<file path="src/rtl/pc_gen.sv">
// pc_gen: fetch-address generator at the head of the IF stage.
// Produces the registered instruction-memory address and chip enable, with a
// flush/exception redirect at top priority and a one-entry buffer that holds a
// branch/jump resolved while IF is stalled until the stall is released.
// Optional build macro: PC_MISALIGN_CHECK_EN -- targets are loaded unmodified
// and if_misalign_o flags a loaded target that is not fetch-aligned. Without
// it, the low log2(FETCH_BYTES) bits of every loaded target are cleared.
module pc_gen #(
  parameter int                ADDR_W      = 32,
  parameter logic [ADDR_W-1:0] RESET_VEC   = '0,
  parameter int                FETCH_BYTES = 4
) (
  input  logic              clk,
  input  logic              rst,
  input  logic [5:0]        stall,
  input  logic              flush_i,
  input  logic [ADDR_W-1:0] flush_pc_i,
  input  logic              jump_en_i,
  input  logic [ADDR_W-1:0] jump_addr_i,
`ifdef PC_MISALIGN_CHECK_EN
  output logic              if_misalign_o,
`endif
  output logic [ADDR_W-1:0] if_pc_o,
  output logic              if_ce_o,
  output logic              if_redirect_o
);

  localparam logic [ADDR_W-1:0] STEP       = ADDR_W'(FETCH_BYTES);
  // Low bits that must be zero for a fetch-aligned address are cleared by this mask.
  localparam logic [ADDR_W-1:0] ALIGN_MASK = ~(STEP - 1'b1);

  logic              ce_q, ce_d;
  logic [ADDR_W-1:0] pc_q, pc_d;
  logic              redir_q, redir_d;
  logic              pend_v_q, pend_v_d;
  logic [ADDR_W-1:0] pend_addr_q, pend_addr_d;
  logic              mis_q, mis_d;

  // Only the IF stall bit matters here; the rest of the vector is for later stages.
  logic unused_stall;
  assign unused_stall = ^stall[5:1];

  function automatic logic [ADDR_W-1:0] fix_target(input logic [ADDR_W-1:0] t);
`ifdef PC_MISALIGN_CHECK_EN
    return t;
`else
    return t & ALIGN_MASK;
`endif
  endfunction

  function automatic logic is_misaligned(input logic [ADDR_W-1:0] t);
    return (t & ~ALIGN_MASK) != '0;
  endfunction

  // Next-state selection in redirect priority order: ce gate, flush, stall, live jump, pending jump, sequential.
  always_comb begin
    ce_d        = 1'b1;
    pc_d        = pc_q;
    redir_d     = 1'b0;
    pend_v_d    = pend_v_q;
    pend_addr_d = pend_addr_q;
    mis_d       = mis_q;

    if (!ce_q) begin
      pc_d = RESET_VEC;
    end else if (flush_i) begin
      pc_d     = fix_target(flush_pc_i);
      pend_v_d = 1'b0;
      redir_d  = 1'b1;
      mis_d    = is_misaligned(flush_pc_i);
    end else if (stall[0]) begin
      // Hold the PC; remember the newest jump seen during the stall.
      if (jump_en_i) begin
        pend_v_d    = 1'b1;
        pend_addr_d = jump_addr_i;
      end
    end else if (jump_en_i) begin
      pc_d     = fix_target(jump_addr_i);
      pend_v_d = 1'b0;
      redir_d  = 1'b1;
      mis_d    = is_misaligned(jump_addr_i);
    end else if (pend_v_q) begin
      pc_d     = fix_target(pend_addr_q);
      pend_v_d = 1'b0;
      redir_d  = 1'b1;
      mis_d    = is_misaligned(pend_addr_q);
    end else begin
      // Sequential fetch wraps silently at the top of the address space.
      pc_d  = pc_q + STEP;
      mis_d = 1'b0;
    end
  end

  // State registers with synchronous reset that overrides every other input.
  always_ff @(posedge clk) begin
    if (rst) begin
      ce_q        <= 1'b0;
      pc_q        <= RESET_VEC;
      redir_q     <= 1'b0;
      pend_v_q    <= 1'b0;
      pend_addr_q <= '0;
      mis_q       <= 1'b0;
    end else begin
      ce_q        <= ce_d;
      pc_q        <= pc_d;
      redir_q     <= redir_d;
      pend_v_q    <= pend_v_d;
      pend_addr_q <= pend_addr_d;
      mis_q       <= mis_d;
    end
  end

  assign if_pc_o       = pc_q;
  assign if_ce_o       = ce_q;
  assign if_redirect_o = redir_q;

`ifdef PC_MISALIGN_CHECK_EN
  assign if_misalign_o = mis_q;
`else
  logic unused_mis;
  assign unused_mis = mis_q;
`endif

endmodule

</file>
<file path="config.mk">
export PLATFORM = sky130hd
export DESIGN_NAME = pc_gen
export DESIGN_NICKNAME = d
export VERILOG_FILES = /design/src/rtl/pc_gen.sv
export SDC_FILE = /design/constraint.sdc
export NUM_CORES = 1
export LEC_CHECK = 0
export BUFFER_PORTS_ARGS = -buffer_cell sky130_fd_sc_hd__buf_2
export CAP_MARGIN = 20
export CORE_ASPECT_RATIO = 1.2
export CORE_MARGIN = 4
export CORE_UTILIZATION = 47
export CTS_BUF_LIST = sky130_fd_sc_hd__clkbuf_2 sky130_fd_sc_hd__clkbuf_4 sky130_fd_sc_hd__clkbuf_8
export CTS_CLUSTER_SIZE = 25
export DETAILED_ROUTE_END_ITERATION = 7
export PLACE_DENSITY = 0.79
export REMOVE_ABC_BUFFERS = 1
export SYNTH_ARGS = -nofsm -noshare
export SYNTH_HDL_FRONTEND = slang
export SYNTH_SLANG_ARGS = --single-unit
export TNS_END_PERCENT = 5
</file>
<file path="constraint.sdc">
create_clock -name clk -period 2.7 [get_ports clk]
set_clock_uncertainty 0.05 [all_clocks]
set_input_delay 0.27 -clock clk [delete_from_list [all_inputs] [get_ports clk]]
set_output_delay 0.27 -clock clk [all_outputs]
set_load 0.03 [all_outputs]
</file>
Word level (Yosys, flattened, before mapping)
Index checks and enable logic that the tools add are counted.
{ "totals": {"reg_bits": 67, "in_bits": 74, "out_inout_bits": 34, "wordCells": 27} }
{ "classes": {"n_bitwise": 2, "eq_ne": 2, "n_mux": 12, "n_reduce_logical": 4, "add_sub_neg": 1} }
{ "op_table": {"columns": ["cell", "n"], "rows": [
  ["$mux W32", 4],
  ["$add A32 B3 Y32 const B", 1],
  ["$mux W1", 8],
  ["$reduce_and A4 Y1", 1],
  ["$ne A3 B1 Y1 const B", 1],
  ["$reduce_or A3 Y1", 1],
  ["$ne A2 B1 Y1 const B", 1],
  ["$not A1 Y1", 2],
  ["$reduce_and A2 Y1", 1],
  ["$reduce_or A2 Y1", 1]
]} }

Depth between registers and ports, before layout
Gate-level depths: netlist of the first run.
{ "logic_depth": {"word_depth": 5, "ltp_mapped": 7, "mapped_depth_nobuf": 6} }

Worst setup path after synthesis of the first run
No wires, ideal clock.
{ "synth_path": {"kind": "register to register", "startpoint": "reg pc_q[2] (netlist: if_pc_o[2])", "endpoint": "reg pc_q[28] (netlist: if_pc_o[28])", "required_time_ps": 2520, "path_stages_with_launch": 8, "arrival_time_ps": 1901, "slack_ps": 619, "setup_ps": 130, "n_path_buf": 1, "synth_period_minus_slack_ps": 2081, "path_cell_list": "dfxtp_1 > ha_1 > and3_2 > clkbuf_2 > nand4_1 > o31a_1 > o31ai_1 > o22ai_1"} }
{ "synth_between": {"elab_chain_len": 5} }
{ "synth_rtl": {"columns": ["element", "line_no", "text"], "rows": [
  ["start, declared", "33", "logic [ADDR_W-1:0] pc_q, pc_d;"],
  ["start signal, assigned", "105", "pc_q <= pc_d;"],
  ["$add A32 B3 Y32", "89", "pc_d = pc_q + STEP;"],
  ["$mux W32", "82", "end else if (pend_v_q) begin"],
  ["$mux W32", "77", "end else if (jump_en_i) begin"],
  ["$mux W32", "71", "end else if (stall[0]) begin"],
  ["$mux W32", "66", "end else if (flush_i) begin"]
]} }
No other way between the ends. The select of a mux whose other input is x is not followed.
A chain may end at the register's enable or synchronous reset.

Worst setup path after layout of the first run
{ "layout_path": {"startpoint": "reg pc_q[6] (netlist: if_pc_o[6])", "endpoint": "reg pc_q[28] (netlist: if_pc_o[28])"} }
The elaborated chain is that of the path after synthesis.

==> results of run 1 <==
synthesized netlist by cell type (7+ instances only):
cell type	n	area share, %
nor3_1	10	1.3
dfxtp_1	65	34
o21ai_0	31	4.0
nor2_1	16	1.6
and3_1	8	1.3
inv_1	10	0.98
o211ai_1	21	4.1
nand3b_1	8	1.6
mux2i_1	7	1.8
clkbuf_1	28	2.7
xnor2_1	11	2.5
a21oi_1	59	7.7
nand2_1	119	12
nand3_1	16	2.1
layout make-up:
class	instances	area share, %
Clock buffer	14	4.08
Tap cell	92	2.52
Clock inverter	2	0.219
Inverter	11	0.903
Multi-Input combinational cell	397	50.5
Timing Repair Buffer	113	13.3
Sequential cell	65	28.4
flip-flops by register name (all words and copies together) (netlist names):
signal         flops
if_ce_o            1
if_redirect_o      1
if_pc_o           32
pend_v_q           1
pend_addr_q       30
per-layer routing:
layer	up-vias	share of wire, %	GRT usage (%)
met5	-	0	0
met4	0	2.7	12.4
met3	34	9.1	5.54
met2	219	48	42.8
met1	2009	40	30.9
li1	2009	-	-
through the flow:
stage	worst slack, ps	power (mW)	hold slack [ps]	cell area, sq um
after floorplan	221	1.22	277	3650
after global placement	613	1.39	387	4360
after detailed placement	578	1.40	392	4380
after CTS	622	2.20	108	4570
after global routing	459	2.28	119	4570
final	586	2.20	115	4570
report_power, final:
| part | total, mW | internal (mW) | switching, mW |
|---|---|---|---|
| clock network | 0.816 | 0.442 | 0.375 |
| registers | 1.03 | 0.990 | 0.0404 |
| logic | 0.350 | 0.129 | 0.221 |
logic make-up (layout without fill, tap and decap cells):
kind of cell               count (synthesis)  in the layout  share of synthesized area, %
AOI/OAI and AO/OA                        157            157                          25.4
xor gates and xnor gates                  15             15                          3.42
adders and majority gates                  1              1                         0.325
buffers and inverters                     56            140                          6.18
DFF                                       65             65                          33.9
muxes                                      7              7                          1.82
and+or+nand+nor                          217            217                          29.0
layout by cell type (no fill, tap or decap), types with 6 or more instances in the layout:
cell type / netlist / routed
nand3_1: 16 / 16
buf_4: 3 / 14
dfxtp_1: 65 / 65
nand3b_1: 8 / 8
mux2i_1: 7 / 7
inv_1: 10 / 10
a21oi_1: 59 / 59
xnor2_1: 11 / 11
nand2b_1: 6 / 6
nand2_1: 119 / 119
nor2_1: 16 / 15
clkbuf_8: 0 / 13
buf_2: 6 / 98
o211ai_1: 21 / 21
a31oi_1: 6 / 6
and3_1: 8 / 8
o21ai_0: 31 / 31
nor3_1: 10 / 10
worst max path at each step:
stage	start	endpoint	slack, ps	depth (start not counted)
after floorplan	if_ce_o	if_pc_o[25]	220	5
after global placement	rst	if_pc_o[25]	610	6
after detailed placement	rst	if_pc_o[25]	580	6
after CTS	if_pc_o[6]	if_pc_o[28]	620	5
after global routing	if_pc_o[16]	if_pc_o[26]	460	5
final	if_pc_o[6]	if_pc_o[28]	590	5
worst min-delay path, stage by stage:
cell and delay, ps:
buf_2 90, nand3_1 60, o31ai_1 60
==> metrics, run 1 <==
nets 672; LEAKAGE 1.77 nW; Max stage delay on crit path 510 ps; min Tclk post-route 2110 ps; Site Rows 35; Syn Inst Count 518; status complete, no violations; hold_sp flush_pc_i[4]; Synth cell types 61; top_reg_cell synth dfxtp_1; r2r endpoint if_pc_o[28]; CTS Root Cell clkbuf_8; average routed wire per standard cell 17.9 um; Cells on Worst Hold Path 3; # DRC 0; Initial Util 49.0%; Num CTS Buffers 9; CTS max path bufs 2; CP bufs+invs 0; CP Data Required Time 2870 ps; Worst path slowest cell dfxtp_1; # IOs 108; CTS tree yes; Worst-Skew Late Latency 350 ps; setup TNS 0 ps; Die X 90.6 um; CP startpoint kind flip-flop; sequential element share of the synthesized area 33.9%; final setup vio count 0; slew margin rel. 52.3%; vias in the first global route 4061; Max-Cap Viols 0; HPWL after DPL 8640 um; Setup crit end kind flip-flop; RSZ-0062 raised after global routing no; Die Outline Area 9700 sq um; post_cts resized 0; Hold-fix buffers, CTS 0; DRT Pass-1 Iters 5; DR vias 4271; gpl congestion 0.884; crit-path leading delay family simple AND/OR/NAND/NOR gates; CTS clk-pin slew, worst paths 70 ps; dpl cells 678; layout cells sized above 1 24.8%; Global Route Usage Sum 25.5%; HP Class input pin to flip-flop; number of flops mapped to enable cells by yosys 0; synthesis-to-layout area growth 19.0%; post-route ant nets 0; H-tree levels 3; vias per cell 6.15; RR Startpoint if_pc_o[6]; ant diodes 0; final hold vios 0; Register Area 1300 sq um; Async SR Flop Fraction 0%; drt initial violations 334; total of fill cells in the finished design 720; r2r worst-path depth 5; first-pass GRT wire length 19800 um; Reg2Reg Setup Slack 590 ps; Synth Register Bits 65; Post-CTS Setup Inserts 0; Slew Viols, Final 0; Core Util, Final 58.4%; Sink Count 65; Crit path arrival time 2290 ps; Detailed Route WL 12400 um; crit path max fanout 8; final std cells w/o fill 694; Crit Path Category flip-flop to flip-flop; largest net degree at the start of global routing 40; Buffers on Ports 98; Synthesis Warnings 0; Overflow after GRT 0; multi-input combinational cell area 2310 sq um; Syn Area/Cell 7.42 sq um; Power Density 480 nW/um^2; core footprint 7840 sq um; crit path cell chain and3_1 > nand4_1 > o31a_1 > o31ai_1 > o22ai_1; worst IR drop on VDD 276 uV; fin crit share 78.3%; Die Y 107 um; worst-margin pin slew 715 ps; fmax 473 MHz; initial antenna violation count 0; synthesized area 3840 sq um; Hold EP if_pc_o[4]
Power figures use the tool's default switching activity.
==> inputs of run 2 (changes only) <==
Clock period 2.7 ns to 2.1 ns, I/O delays scaled along.
==> metrics, run 2 (same netlist as run 1, synthesis figures left out) <==
status complete, no violations (unchanged); post_cts resized 0 (unchanged); final worst slack 198 ps (was 586 ps); Crit Path Category flip-flop to flip-flop (unchanged); RSZ-0062 raised after global routing no (unchanged); max reg flops 32 (unchanged); Die Outline Area 9700 sq um (unchanged); setup TNS 0 ps (unchanged); Initial Util 49.0% (unchanged); CTS Root Cell clkbuf_8 (unchanged); drt initial violations 338 (was 334); ant diodes 0 (unchanged); slew margin rel. 62.0% (was 52.3%); CP startpoint kind flip-flop (unchanged); Crit path arrival time 2070 ps (was 2290 ps); average routed wire per standard cell 17.8 um (was 17.9 um); total power 2.89 mW (was 2.20 mW); Setup crit end kind flip-flop (unchanged); Global Route Usage Sum 25.9% (was 25.5%); worst IR drop on VDD 413 uV (was 276 uV); synthesis-to-layout area growth 22.5% (was 19.0%); crit path cell chain ha_1 > and3_2 > nand4_1 > o31a_1 > o31ai_1 > o22ai_1 (was and3_1 > nand4_1 > o31a_1 > o31ai_1 > o22ai_1); Slew Viols, Final 0 (unchanged); crit path max fanout 6 (was 8); Worst path slowest cell dfxtp_1 (unchanged); vias in the first global route 4258 (was 4061); Buffers on Ports 98 (unchanged); fmax 526 MHz (was 473 MHz); final instance area 4710 sq um (was 4570 sq um); nets 687 (was 672); CP bufs+invs 0 (unchanged); Power Density 614 nW/um^2 (was 480 nW/um^2); HPWL after DPL 9010 um (was 8640 um); first-pass GRT wire length 20300 um (was 19800 um); layout cells sized above 1 26.5% (was 24.8%); area post-placement 4510 sq um (was 4380 sq um); H-tree levels 3 (unchanged); Detailed Route WL 12600 um (was 12400 um); Die X 90.6 um (unchanged); Worst-Skew Late Latency 350 ps (about the same); CTS tree yes (unchanged); Sink Count 65 (unchanged); gpl congestion 0.900 (was 0.884); fin crit share 90.6% (was 78.3%); largest net degree at the start of global routing 42 (was 40); final hold vios 0 (unchanged); min Tclk post-route 1900 ps (was 2110 ps); Core Util, Final 60.0% (was 58.4%); Hold-fix buffers, CTS 0 (unchanged); initial antenna violation count 0 (unchanged); crit-path leading delay family compound AO/OA/AOI/OAI gates (was simple AND/OR/NAND/NOR gates); Site Rows 35 (unchanged); Overflow after GRT 0 (unchanged); Max stage delay on crit path 430 ps (was 510 ps); Post-CTS Setup Inserts 0 (unchanged); vias per cell 6.17 (was 6.15); DR vias 4366 (was 4271); pre-CTS setup slack 227 ps (was 578 ps); Num CTS Buffers 9 (unchanged); commonest non-fill, non-tap cells in the layout nand2_1 (119), buf_2 (98), dfxtp_1 (65) (unchanged); Die Y 107 um (unchanged); core footprint 7840 sq um (unchanged); LEAKAGE 1.85 nW (was 1.77 nW); # IOs 108 (unchanged); CP Data Required Time 2270 ps (was 2870 ps); DRT Pass-1 Iters 5 (unchanged); CTS max path bufs 2 (unchanged); HP Class input pin to flip-flop (unchanged); # DRC 0 (unchanged); post-route ant nets 0 (unchanged); worst-margin pin slew 569 ps (was 715 ps); final setup vio count 0 (unchanged); commonest non-fill, non-tap cell in the layout nand2_1 (unchanged); CTS clk-pin slew, worst paths 70 ps (about the same); Max-Cap Viols 0 (unchanged)
## run 2: cell types whose count changed in the layout (fill, tap and decap cells not counted)
| cell | delta |
|---|---|
| buf_12 | +2 |
| clkbuf_8 | -2 |
| buf_4 | +14 |
| bufinv_16 | +1 |
| buf_8 | -1 |
## run 2: through the flow
stage          cells  hold slack [ps]
2_1_floorplan    473              217
3_3_place_gp     693              387
3_5_place_dp     693              398
4_1_cts          708             52.7
5_1_grt          708             69.3
6_report         708             62.2
## run 2: tightest hold or removal path: stages
cell and delay [ps]:
buf_2 80, a31oi_1 60, o21ai_0 60
## run 2: final timing paths
| kind | end | slack, ps | start | cells past startpoint |
|---|---|---|---|---|
| setup / recovery | if_pc_o[28] | 200 | if_pc_o[2] | 6 |
| hold / removal | if_pc_o[6] | 60 | flush_pc_i[6] | 3 |
| setup reg to reg | if_pc_o[28] | 200 | if_pc_o[2] | 6 |
| hold reg to reg | pend_addr_q[15] | 410 | pend_addr_q[15] | 2 |
## run 2: cell type report
class	instances	area, sq um
inverters	11	41.3
flip-flops and latches	65	1300
clock inverters	3	40.0
multi-input cells	397	2310
fillers	692	3130
clock buffers	12	159
well taps	92	115
repair buffers	128	741
## run 2: routing by layer
layer / wire (um) / vias up / GRT usage (%) / share of wire, %
met5: 0 / - / 0 / 0
met4: 456 / 0 / 12.4 / 3.6
met3: 1090 / 43 / 4.49 / 8.7
met2: 5970 / 237 / 43.7 / 47
met1: 5070 / 2050 / 31.9 / 40
li1: - / 2036 / - / -
## run 2: where the power goes
group          internal (mW)  total [mW]  switching [mW]
clock network          0.616        1.09           0.477
registers               1.27        1.32          0.0507
logic                  0.181       0.473           0.293
total                   2.07        2.89           0.820
